[config.mk]
export PLATFORM = sky130hd
export DESIGN_NAME = mmio_timer
export DESIGN_NICKNAME = d
export VERILOG_FILES = /design/src/rtl/mmio_timer_pkg.sv /design/src/rtl/mmio_timer_prescaler.sv /design/src/rtl/mmio_timer.sv
export SDC_FILE = /design/constraint.sdc
export NUM_CORES = 1
export LEC_CHECK = 0
export CAP_MARGIN = 5
export CORE_MARGIN = 4
export CORE_UTILIZATION = 50
export DETAILED_ROUTE_END_ITERATION = 7
export PLACE_DENSITY = 0.79
export SETUP_SLACK_MARGIN = 0.02
export SYNTH_ARGS = -nofsm -noshare
export SYNTH_HDL_FRONTEND = slang
export SYNTH_SLANG_ARGS = --single-unit
[constraint.sdc]
create_clock -name clk -period 3.4 [get_ports clk]
set_input_delay 0.68 -clock clk [delete_from_list [all_inputs] [get_ports clk]]
set_output_delay 0.68 -clock clk [all_outputs]
set_load 0.03 [all_outputs]
[src/rtl/mmio_timer_pkg.sv]
// Shared register map, CTRL bit positions and default widths for the LEGv8 MMIO timer.
// Also used by the bench. MMIO_TIMER_PWM_EN widens CTRL by the PWM_INV bit.
package mmio_timer_pkg;

    localparam int DEF_DATA_WIDTH = 64;
    localparam int DEF_CNT_WIDTH  = 32;

    // Register index taken from address[5:3]; indices 5-7 are unmapped.
    typedef enum logic [2:0] {
        TMR_CTRL     = 3'd0,
        TMR_PRESCALE = 3'd1,
        TMR_COUNT    = 3'd2,
        TMR_COMPARE  = 3'd3,
        TMR_STATUS   = 3'd4
    } tmr_reg_e;

    localparam int CTRL_EN         = 0;
    localparam int CTRL_AUTORELOAD = 1;
    localparam int CTRL_IRQ_EN     = 2;
    localparam int CTRL_PWM_INV    = 3;
    localparam int STATUS_MATCH    = 0;

`ifdef MMIO_TIMER_PWM_EN
    localparam int CTRL_WIDTH = 4;
`else
    localparam int CTRL_WIDTH = 3;
`endif

    // Register index of a bus byte offset; the low three bits select a byte lane and are ignored.
    function automatic tmr_reg_e reg_index(input logic [5:3] addr_hi);
        return tmr_reg_e'(addr_hi);
    endfunction

endpackage

[src/rtl/mmio_timer_prescaler.sv]
// Prescaler for mmio_timer: emits one tick every PRESCALE+1 enabled cycles.
// A clear restarts the period; disabling holds the phase counter at zero.
module mmio_timer_prescaler #(
    parameter int CNT_WIDTH = 32
) (
    input  logic                 clk,
    input  logic                 reset,
    input  logic                 en,
    input  logic                 clr,
    input  logic [CNT_WIDTH-1:0] prescale,
    output logic                 tick
);

    logic [CNT_WIDTH-1:0] presc_cnt;
    logic                 at_limit;

    assign at_limit = (presc_cnt == prescale);
    assign tick     = en & at_limit;

    always_ff @(posedge clk) begin
        if (reset || clr || !en) begin
            presc_cnt <= '0;
        end else if (at_limit) begin
            presc_cnt <= '0;
        end else begin
            presc_cnt <= presc_cnt + 1'b1;
        end
    end

endmodule

[src/rtl/mmio_timer.sv]
// Memory-mapped prescaled timer with compare match flag and level interrupt.
// Optional MMIO_TIMER_PWM_EN adds a registered pwm_out and CTRL bit3 PWM_INV.
module mmio_timer
    import mmio_timer_pkg::*;
#(
    parameter int DATA_WIDTH = DEF_DATA_WIDTH,
    parameter int CNT_WIDTH  = DEF_CNT_WIDTH
) (
    input  logic                  clk,
    input  logic                  reset,
    input  logic                  sel,
    input  logic [5:0]            address,
    input  logic                  write_en,
    input  logic                  read_en,
    input  logic [DATA_WIDTH-1:0] write_data,
    output logic [DATA_WIDTH-1:0] read_data,
    output logic                  ready,
`ifdef MMIO_TIMER_PWM_EN
    output logic                  pwm_out,
`endif
    output logic                  irq
);

    // Handshake: an access is accepted on any rising edge where sel & (read_en | write_en);
    // ready pulses for exactly the following cycle with read_data; there is no back-pressure,
    // so a new access may be accepted on every edge.
    logic                  access;
    logic                  rd_acc;
    logic                  wr_acc;
    tmr_reg_e              idx;

    logic [CTRL_WIDTH-1:0] ctrl;
    logic [CNT_WIDTH-1:0]  prescale;
    logic [CNT_WIDTH-1:0]  count;
    logic [CNT_WIDTH-1:0]  compare;
    logic                  match;

    logic                  wr_ctrl;
    logic                  wr_prescale;
    logic                  wr_count;
    logic                  wr_compare;
    logic                  wr_status;

    logic                  tick;
    logic                  match_set;
    logic [CNT_WIDTH-1:0]  count_nxt;
    logic [DATA_WIDTH-1:0] rd_mux;

    logic                  unused_bus_bits;
    assign unused_bus_bits = ^{address[2:0], write_data[DATA_WIDTH-1:CNT_WIDTH]};

    assign access = sel & (read_en | write_en);
    assign rd_acc = sel & read_en;
    assign wr_acc = sel & write_en;
    assign idx    = reg_index(address[5:3]);

    always_comb begin
        wr_ctrl     = 1'b0;
        wr_prescale = 1'b0;
        wr_count    = 1'b0;
        wr_compare  = 1'b0;
        wr_status   = 1'b0;
        if (wr_acc) begin
            case (idx)
                TMR_CTRL:     wr_ctrl     = 1'b1;
                TMR_PRESCALE: wr_prescale = 1'b1;
                TMR_COUNT:    wr_count    = 1'b1;
                TMR_COMPARE:  wr_compare  = 1'b1;
                TMR_STATUS:   wr_status   = 1'b1;
                default:      ;
            endcase
        end
    end

    mmio_timer_prescaler #(
        .CNT_WIDTH (CNT_WIDTH)
    ) u_prescaler (
        .clk      (clk),
        .reset    (reset),
        .en       (ctrl[CTRL_EN]),
        .clr      (wr_ctrl | wr_prescale),
        .prescale (prescale),
        .tick     (tick)
    );

    // A software write to COUNT overrides the tick entirely, including any match it would raise.
    always_comb begin
        count_nxt = count;
        match_set = 1'b0;
        if (wr_count) begin
            count_nxt = write_data[CNT_WIDTH-1:0];
        end else if (tick) begin
            if (count == compare) begin
                match_set = 1'b1;
                count_nxt = ctrl[CTRL_AUTORELOAD] ? '0 : count + 1'b1;
            end else begin
                count_nxt = count + 1'b1;
            end
        end
    end

    always_comb begin
        rd_mux = '0;
        case (idx)
            TMR_CTRL:     rd_mux[CTRL_WIDTH-1:0] = ctrl;
            TMR_PRESCALE: rd_mux[CNT_WIDTH-1:0]  = prescale;
            TMR_COUNT:    rd_mux[CNT_WIDTH-1:0]  = count;
            TMR_COMPARE:  rd_mux[CNT_WIDTH-1:0]  = compare;
            TMR_STATUS:   rd_mux[STATUS_MATCH]   = match;
            default:      rd_mux = '0;
        endcase
    end

    always_ff @(posedge clk) begin
        if (reset) begin
            ctrl     <= '0;
            prescale <= '0;
            count    <= '0;
            compare  <= '1;
        end else begin
            if (wr_ctrl)     ctrl     <= write_data[CTRL_WIDTH-1:0];
            if (wr_prescale) prescale <= write_data[CNT_WIDTH-1:0];
            if (wr_compare)  compare  <= write_data[CNT_WIDTH-1:0];
            count <= count_nxt;
        end
    end

    // A new match beats a coincident write-one-to-clear.
    always_ff @(posedge clk) begin
        if (reset) begin
            match <= 1'b0;
        end else if (match_set) begin
            match <= 1'b1;
        end else if (wr_status && write_data[STATUS_MATCH]) begin
            match <= 1'b0;
        end
    end

    always_ff @(posedge clk) begin
        if (reset) begin
            ready     <= 1'b0;
            read_data <= '0;
            irq       <= 1'b0;
        end else begin
            ready     <= access;
            read_data <= rd_acc ? rd_mux : '0;
            irq       <= match & ctrl[CTRL_IRQ_EN];
        end
    end

`ifdef MMIO_TIMER_PWM_EN
    always_ff @(posedge clk) begin
        if (reset) begin
            pwm_out <= 1'b0;
        end else begin
            pwm_out <= (ctrl[CTRL_EN] & (count < compare)) ^ ctrl[CTRL_PWM_INV];
        end
    end
`endif

endmodule

==> impl_metrics.json, run 1 <==
{
  "status": "completed",
  "maxCapViolations": 0,
  "via_per_inst": 5.763,
  "ctsResizeCount": 0,
  "rsz0062_at_grt": "false",
  "critical_path_class": "flop to flop",
  "grt_pass1_wl_um": 35970,
  "synthTopCellsByArea": "dfxtp_1 41%, nand2_1 8.3%, xor2_1 6.1%, xnor2_1 4.5%, nand3_1 4.3%",
  "finalSetupTns_ns": 0,
  "multi_input_area_um2": 4389,
  "critPathCaptureType": "flop",
  "place_area_um2": 8894,
  "sequentialPowerShare_pct": 46.3,
  "crit_path_start": "count[8]",
  "avgRoutedWirePerCell_um": 18.05,
  "synth_edf_count": 0,
  "drive_gt1_share_pct": 9.021,
  "place_congestion": 0.9435,
  "grt_usage_pct": 25.22,
  "period_needed_ns": 2.943,
  "clk_pin_slew_worst_paths_ns": 0.06,
  "yosysMostFrequentCell": "nand2_1",
  "pre_cts_ws_ns": 0.3554,
  "core_um2": 15890,
  "leakagePower_uw": 0.003485,
  "async_reset_ff_share_pct": 0,
  "route.detailed.drc": 0,
  "fill_cells": 1393,
  "hold_start": "ctrl[2]",
  "p_int_uw": 3249,
  "p_per_area_nw_per_um2": 458.8,
  "cts_root_buf": "clkbuf_16",
  "grt_pass1_vias": 6767,
  "finalHoldViolations": 0,
  "synth_top_family_by_area": "simple AND/OR/NAND/NOR gates",
  "io_buffer_count": 73,
  "vias": 7250,
  "fin_area_um2": 9494,
  "crit_arrival_ns": 3.27,
  "max_freq_mhz": 339.8,
  "fp.dieArea_um2": 18350,
  "wl_met3_um": 1825,
  "drt-total-wl_um": 22710,
  "synth_mux_area_share_pct": 4.436,
  "hp-class": "flop to flop",
  "dr.max_layer_used": "met4",
  "setup_viol_count_final": 0,
  "start_kind": "flop",
  "antenna_found_initial": 0,
  "synth_top_cell_by_area": "dfxtp_1",
  "synthXorXnorAreaFrac_pct": 10.67,
  "synth_common_cells": "180 x nand2_1, 166 x dfxtp_1, 77 x nor2_1, 69 x nand3_1, 60 x clkbuf_1",
  "ys.flop_type": "dfxtp_1",
  "num_antenna_cells": 0,
  "start_util_pct": 51.13,
  "met2_length_um": 10740,
  "clk-insertion-delay-late_ns": 0.44,
  "setup_ws_ns": 0.4574,
  "clk_path_buf_depth": 2,
  "synth_top_area_share_pct": 40.91,
  "worstMarginPinSlew_ns": 0.9574,
  "yosys_warnings": 0,
  "synth_fa_ha_area_share_pct": 0.3081,
  "fin_crit_sh_pct": 86.55,
  "yosysSeqAreaShare_pct": 40.91,
  "p_clk_share_pct": 45.0,
  "post-cts-setup-buffer-count": 0,
  "drt-met1-wl_um": 9156,
  "combinationalPowerShare_pct": 8.7,
  "required_ns": 3.73,
  "ys_ff_latch": 166,
  "grt_overflow": 0,
  "cts_buffers": 17,
  "syn_area_um2": 8123,
  "area_growth_pct": 16.88,
  "yosysUniqueCellTypes": 55,
  "hpwl_um": 16120,
  "cp_max_fo": 17,
  "pin_count": 141,
  "htree_levels": 4,
  "switching_power_uw": 1107,
  "r2r-start": "count[8]",
  "grt_max_degree": 42,
  "ctsHoldBuffers": 0,
  "nets": 1106,
  "std_cell_rows": 46,
  "synth_compound_area_share_pct": 12.38,
  "peakVddDrop_v": 0.0003931,
  "dieHeight_um": 135.5,
  "drt_iter0_drc": 762,
  "power.share.switching_pct": 25.41,
  "die_w_um": 135.5,
  "first_pass_iters": 6,
  "slew_violations": 0,
  "maxSlewHeadroom_pct": 36.17,
  "fin_skew_ns": 0.01374,
  "avgSynthCellArea_um2": 8.238,
  "ant_nets": 0,
  "cts_tree": "yes",
  "netlist_instances": 986,
  "seq_area_um2": 3323,
  "clock-sinks": 166,
  "synthSimpleGateAreaFrac_pct": 24.65
}
power by group through the flow:
| stage | combinational (uW) | clock (uW) | sequential, uW |
|---|---|---|---|
| 6_report | 378 | 1960 | 2020 |
| 5_1_grt | 399 | 2070 | 2020 |
| 4_1_cts | 373 | 1990 | 2020 |
| 3_5_place_dp | 368 | 0 | 2060 |
| 3_3_place_gp | 366 | 0 | 2060 |
| 2_1_floorplan | 254 | 0 | 2050 |
sequential cells by signal, summed over array words and instances, names as in the netlist:
name                   flops
count                     32
irq                        1
match                      1
ready                      1
prescale                  32
compare                   32
ctrl                       3
u_prescaler.presc_cnt     32
read_data                 32
worst paths after layout:
kind | end | slack (ns) | cells after the start
hold / removal | ctrl[2] | 0.48 | 2
setup reg to reg | count[12] | 0.46 | 7
setup / recovery | count[12] | 0.46 | 7
hold reg to reg | ctrl[2] | 0.48 | 2
critical path, cell delays in order, from the launching register on:
cell and delay [ns]:
dfxtp_1 0.49, xor2_1 0.11, nor4_1 0.40, nand4_1 0.20, nor3_2 0.46, or4_1 0.64, o21ai_0 0.21, a211o_1 0.32
layout by cell type, fill, tap and decap left out, types with 4 or more instances in the layout:
master and instances:
or4_1 4, clkdlybuf4s50_1 73, nor2_1 77, a21o_1 10, conb_1 32, nor3_1 8, dfxtp_1 166, a22oi_1 32
and2_1 10, a221o_1 9, xnor2_1 42, or3_1 13, or2_2 5, nand2_1 180, inv_1 8, o41ai_1 5
o22ai_1 4, nand4_1 19, a21oi_1 51, clkbuf_16 17, xor2_1 57, buf_4 20, and3_1 22, nand3_1 69
o21ai_0 19, nor4_1 11, mux2_2 26
layout make-up:
| type | count | area share, % |
|---|---|---|
| Clock inverter | 13 | 1.555 |
| Timing Repair Buffer | 93 | 9.278 |
| Multi-Input combinational cell | 743 | 46.23 |
| Sequential cell | 166 | 35.00 |
| Tap cell | 216 | 2.847 |
| Inverter | 8 | 0.3163 |
| Clock buffer | 19 | 4.771 |
layer usage:
metal	global-route usage, %	vias to the layer above
met5	0	-
met4	13.33	0
met3	5.089	72
met2	39.63	348
met1	32.80	3418
li1	-	3412
cell families (layout without fill, tap and decap cells):
group | after synthesis | in the layout
buffers and inverters | 108 | 133
and+or+nand+nor | 432 | 432
AOI/OAI and AO/OA | 149 | 149
adders and majority gates | 2 | 2
DFF | 166 | 166
other | 1 | 32
xor gates and xnor gates | 99 | 99
muxes | 29 | 29
stage by stage:
step           instances  hold slack (ns)  util [%]  power (uW)
6_report            1258           0.4782     59.77        4356
5_1_grt             1258           0.5100     59.77        4494
4_1_cts             1258           0.4728     59.77        4380
3_5_place_dp        1226           0.4565     55.99        2428
3_3_place_gp        1226           0.4510     55.99        2424
2_1_floorplan       1017           0.4370         -        2308
(Power assumes the default switching activity.)
==> run 2: changes to the inputs <==
- CORE_UTILIZATION: 50 -> 57
- PLACE_DENSITY: 0.79 -> 0.88
==> run 2 against run 1 <==
Clock skew is 0.0054 ns lower. Final area is 0.74% lower. Wire length fell by 0.94%. First-iteration DRC count up 17%. Power decreased by 2.1%. Final cell count decreased by 3.0%. Largest power group unchanged.
==> impl_metrics.json, run 2 (synthesized netlist as in run 1, its figures left out) <==
{
  "multi_input_area_um2": 4389,
  "max_freq_mhz": 335.0,
  "die_w_um": 127.4,
  "nets": 1105,
  "area_growth_pct": 16.02,
  "p_per_area_nw_per_um2": 452.4,
  "final_common_cell": "nand2_1",
  "route.detailed.drc": 0,
  "core_um2": 13930,
  "vias": 7370,
  "maxSlewHeadroom_pct": 33.72,
  "clk_path_buf_depth": 2,
  "post-cts-setup-buffer-count": 0,
  "setup_viol_count_final": 0,
  "cp_max_fo": 17,
  "hpwl_um": 15780,
  "leakagePower_uw": 0.003464,
  "drt-total-wl_um": 22500,
  "cts_root_buf": "clkbuf_16",
  "rsz0062_at_grt": "false",
  "antenna_found_initial": 0,
  "required_ns": 3.73,
  "dieHeight_um": 127.4,
  "ctsResizeCount": 0,
  "drive_gt1_share_pct": 8.750,
  "maxCapViolations": 0,
  "fin_skew_ns": 0.008325,
  "setup_ws_ns": 0.4147,
  "peakVddDrop_v": 0.0004149,
  "grt_pass1_vias": 6704,
  "clk_pin_slew_worst_paths_ns": 0.07,
  "grt_overflow": 0,
  "start_kind": "flop",
  "place_congestion": 0.9322,
  "critPathBufInv": 0,
  "status": "completed",
  "critPathTopFamily": "simple AND/OR/NAND/NOR gates",
  "first_pass_iters": 6,
  "std_cell_rows": 43,
  "crit_arrival_ns": 3.32,
  "ctsHoldBuffers": 0,
  "ant_nets": 0,
  "io_buffer_count": 73,
  "avgRoutedWirePerCell_um": 18.44,
  "cts_buffers": 17,
  "worstMarginPinSlew_ns": 0.9942,
  "via_per_inst": 6.041,
  "slew_violations": 0,
  "cp_cell_sequence": "xor2_1, nor4_1, nand4_1, nor3_2, or4_1, o21ai_0, a211o_1",
  "critPathCaptureType": "flop",
  "start_util_pct": 58.29,
  "pin_count": 141,
  "grt_usage_pct": 27.36,
  "cts_tree": "yes",
  "grt_pass1_wl_um": 34970,
  "finalSetupTns_ns": 0,
  "fill_cells": 1065,
  "seq_area_um2": 3323,
  "finalHoldViolations": 0,
  "critical_path_class": "flop to flop",
  "crit_slowest_cell": "or4_1",
  "cpPeakStageDelay_ns": 0.66,
  "grt_max_degree": 42,
  "period_needed_ns": 2.985,
  "htree_levels": 4,
  "drt_iter0_drc": 890,
  "num_antenna_cells": 0,
  "clock-sinks": 166,
  "pre_cts_ws_ns": 0.3614,
  "hp-class": "flop to flop",
  "fin_crit_sh_pct": 87.80,
  "most-common-layout-cells": "180 x nand2_1, 166 x dfxtp_1, 77 x nor2_1, 73 x clkdlybuf4s50_1, 69 x nand3_1",
  "clk-insertion-delay-late_ns": 0.44,
  "fp.dieArea_um2": 16220
}
[run 2: worst reg2reg max path, cell delays in order (launching register included)]
cell and delay [ns]:
dfxtp_1 0.46, xor2_1 0.13, nor4_1 0.45, nand4_1 0.19, nor3_2 0.48, or4_1 0.66, o21ai_0 0.20, a211o_1 0.31
[run 2: metal layers]
metal / wire [um] / track usage (%) / part of all wire (%) / vias to the layer above
met5: 0 / 0 / 0 / -
met4: 952 / 12.74 / 4.2 / 0
met3: 2005 / 5.978 / 8.9 / 77
met2: 10610 / 43.98 / 47 / 420
met1: 8934 / 35.16 / 40 / 3451
li1: - / - / - / 3422
[run 2: area by class of cell]
class                   instances  area share, %
flip-flops and latches        166          35.26
multi-input cells             743          46.57
clock buffers                  21          4.992
inverters                       8         0.3186
repair buffers                 92          9.400
well taps                     180          2.390
clock inverters                10          1.062
[run 2: final timing paths]
kind	slack, ns	cells past startpoint	end	start
worst max-delay path	0.41	7	count[12]	count[28]
worst min register to register	0.47	2	ctrl[2]	ctrl[2]
worst max register to register	0.41	7	count[12]	count[28]
worst min-delay path	0.47	2	ctrl[2]	ctrl[2]
[run 2: report_power, final]
group	switching, uW	total (uW)	internal [uW]
clock network	803	1870	1060
registers	38.3	2020	1980
logic	236	382	146
[run 2: metrics by stage]
step	instance area, um2	total power [uW]	hold WS [ns]	util, %	cells
6_report	9424	4264	0.4726	67.63	1220
5_1_grt	9424	4386	0.5055	67.63	1220
4_1_cts	9424	4263	0.4751	67.63	1220
3_5_place_dp	8853	2429	0.4577	63.54	1189
3_3_place_gp	8853	2425	0.4503	63.54	1189
2_1_floorplan	8239	2308	0.4370	-	1017
==> run 3: changes to the inputs <==
- CORE_UTILIZATION: 57 -> 69
- DONT_BUFFER_PORTS: default -> 1
- SYNTH_HIERARCHICAL: default -> 1
==> run 3 against run 2 <==
Final cell count shrank 5.7%. Core utilization up 6.3 points. Power is 0.62% higher. Clock-buffer cell count is the same. Sequential share of layout area grew 2.2 points. Combinational power is 44% lower. Non-clock buffer count decreased by 80. Worst setup slack improved by 0.032 ns. Clock power grew 11%. Wire length rose by 5.5%.
==> impl_metrics.json, run 3 <==
{
  "ys.flop_type": "dfxtp_1",
  "cpPeakStageDelay_ns": 0.51,
  "start_util_pct": 70.41,
  "place_congestion": 0.9849,
  "yosys_warnings": 6,
  "netlist_instances": 1032,
  "critPathTopFamily": "simple AND/OR/NAND/NOR gates",
  "grt_usage_pct": 33.38,
  "leakagePower_uw": 0.003412,
  "antenna_found_initial": 0,
  "fin_crit_sh_pct": 86.85,
  "synth_edf_count": 0,
  "fill_cells": 885,
  "grt_pass1_wl_um": 37240,
  "most-common-layout-cells": "167 x nand2_1, 166 x dfxtp_1, 87 x xor2_1, 84 x nor2_1, 81 x a21oi_1",
  "start_kind": "flop",
  "grt_max_degree": 76,
  "cp_max_fo": 25,
  "critical_path_class": "flop to flop",
  "post-cts-setup-buffer-count": 0,
  "via_per_inst": 6.432,
  "pin_count": 141,
  "clk_path_buf_depth": 2,
  "yosysUniqueCellTypes": 51,
  "synth_common_cells": "167 x nand2_1, 166 x dfxtp_1, 87 x nor2_1, 87 x xor2_1, 81 x a21oi_1",
  "area_growth_pct": 4.986,
  "cts_buffers": 17,
  "hp-class": "input port to flop",
  "htree_levels": 4,
  "hpwl_um": 15640,
  "multi_input_area_um2": 4566,
  "drive_gt1_share_pct": 8.774,
  "yosysMostFrequentCell": "nand2_1",
  "yosysSeqAreaShare_pct": 39.30,
  "maxSlewHeadroom_pct": 26.88,
  "setup_viol_count_final": 0,
  "p_per_area_nw_per_um2": 483.2,
  "slew_violations": 0,
  "instances_no_fill": 1150,
  "rsz0062_at_grt": "false",
  "status": "completed",
  "avgRoutedWirePerCell_um": 20.63,
  "period_needed_ns": 2.953,
  "required_ns": 3.73,
  "worstMarginPinSlew_ns": 1.096,
  "nets": 1067,
  "maxCapViolations": 0,
  "vias": 7397,
  "fin_skew_ns": 0.01051,
  "drt_iter0_drc": 991,
  "grt_overflow": 0,
  "peakVddDrop_v": 0.0004049,
  "seq_area_um2": 3323,
  "avgSynthCellArea_um2": 8.195,
  "core_um2": 12010,
  "max_freq_mhz": 338.6,
  "finalHoldViolations": 0,
  "std_cell_rows": 40,
  "synth_top_cell_by_area": "dfxtp_1",
  "ys_ff_latch": 166,
  "fp.dieArea_um2": 14090,
  "numPlacedInstances": 1118,
  "syn_area_um2": 8457,
  "die_w_um": 118.7,
  "ctsHoldBuffers": 0,
  "grt_pass1_vias": 7053,
  "synthTopCellsByArea": "dfxtp_1 39%, xor2_1 9.0%, nand2_1 7.4%, a21oi_1 4.8%, nor2_1 3.9%",
  "cp_cell_sequence": "xor2_1, nor4_1, nand4_1, nor3_1, inv_1, or3_1, a221oi_1",
  "cts_tree": "yes",
  "final_common_cell": "nand2_1",
  "synth_top_area_share_pct": 39.30,
  "finalSetupTns_ns": 0,
  "critPathBufInv": 1,
  "async_reset_ff_share_pct": 0,
  "ctsResizeCount": 0,
  "clk_pin_slew_worst_paths_ns": 0.06,
  "clock-sinks": 166,
  "critPathCaptureType": "flop",
  "num_antenna_cells": 0,
  "cts_root_buf": "clkbuf_16",
  "clk-insertion-delay-late_ns": 0.44,
  "ant_nets": 0,
  "drt-total-wl_um": 23730,
  "crit_slowest_cell": "inv_1",
  "route.detailed.drc": 0,
  "io_buffer_count": 0,
  "first_pass_iters": 6,
  "dieHeight_um": 118.7,
  "crit_arrival_ns": 3.29
}
## run 3: changes by cell type in the layout (fill, tap and decap cells not counted), moves of 8 or more
cell	before	now
or3_1	13	22
xor2_1	57	87
and2_1	10	2
clkdlybuf4s50_1	73	0
a221o_1	9	0
nand3_1	69	56
a21o_1	10	0
nand2_1	180	167
a21oi_1	51	81
inv_1	8	22
nor3_1	8	20
## run 3: final cells by class
class / instances / share of cell area [%]
Inverter: 22 / 0.9301
Timing Repair Buffer: 12 / 1.015
Tap cell: 147 / 2.072
Multi-Input combinational cell: 771 / 51.42
Clock buffer: 21 / 5.186
Clock inverter: 11 / 1.945
Sequential cell: 166 / 37.43
## run 3: routing by layer
metal	up-vias	GRT usage (%)	share of wire, %
met5	-	0	0
met4	0	16.15	4.8
met3	116	9.187	10
met2	457	53.68	47
met1	3476	41.33	39
li1	3348	-	-
## run 3: logic make-up after synthesis
logic type,synth area share (%)
AOI/OAI and AO/OA,10.33
DFF,39.30
buffers and inverters,8.241
and+or+nand+nor,25.46
other,0.04434
xor gates and xnor gates,12.63
adders and majority gates,0.2959
muxes,3.699
## run 3: report_power, final
group | internal [uW] | total, uW | switching (uW)
clock network | 1270 | 2070 | 803
logic | 71.3 | 213 | 142
registers | 1970 | 2000 | 35.8
total | 3310 | 4290 | 980
## run 3: worst paths after layout
| kind | start | endpoint | slack [ns] | cells after the start |
|---|---|---|---|---|
| min | reset | prescale[16] | 0.33 | 1 |
| max | u_prescaler/presc_cnt[7] | count[0] | 0.45 | 7 |
| min reg2reg | prescale[22] | prescale[22] | 0.48 | 2 |
| max reg2reg | u_prescaler/presc_cnt[7] | count[0] | 0.45 | 7 |
## run 3: through the flow
stage                     hold WS (ns)  cell area [um2]  worst slack [ns]  util [%]  power, uW
final                           0.3257             8879            0.4469     73.92       4290
after floorplan                 0.4193             8573             1.076         -       2266
after global routing            0.3119             8879            0.2530     73.92       4385
after detailed placement        0.4618             8245            0.6082     68.65       2252
after CTS                       0.3040             8879            0.5357     73.92       4283
after global placement          0.4552             8245            0.7218     68.65       2247
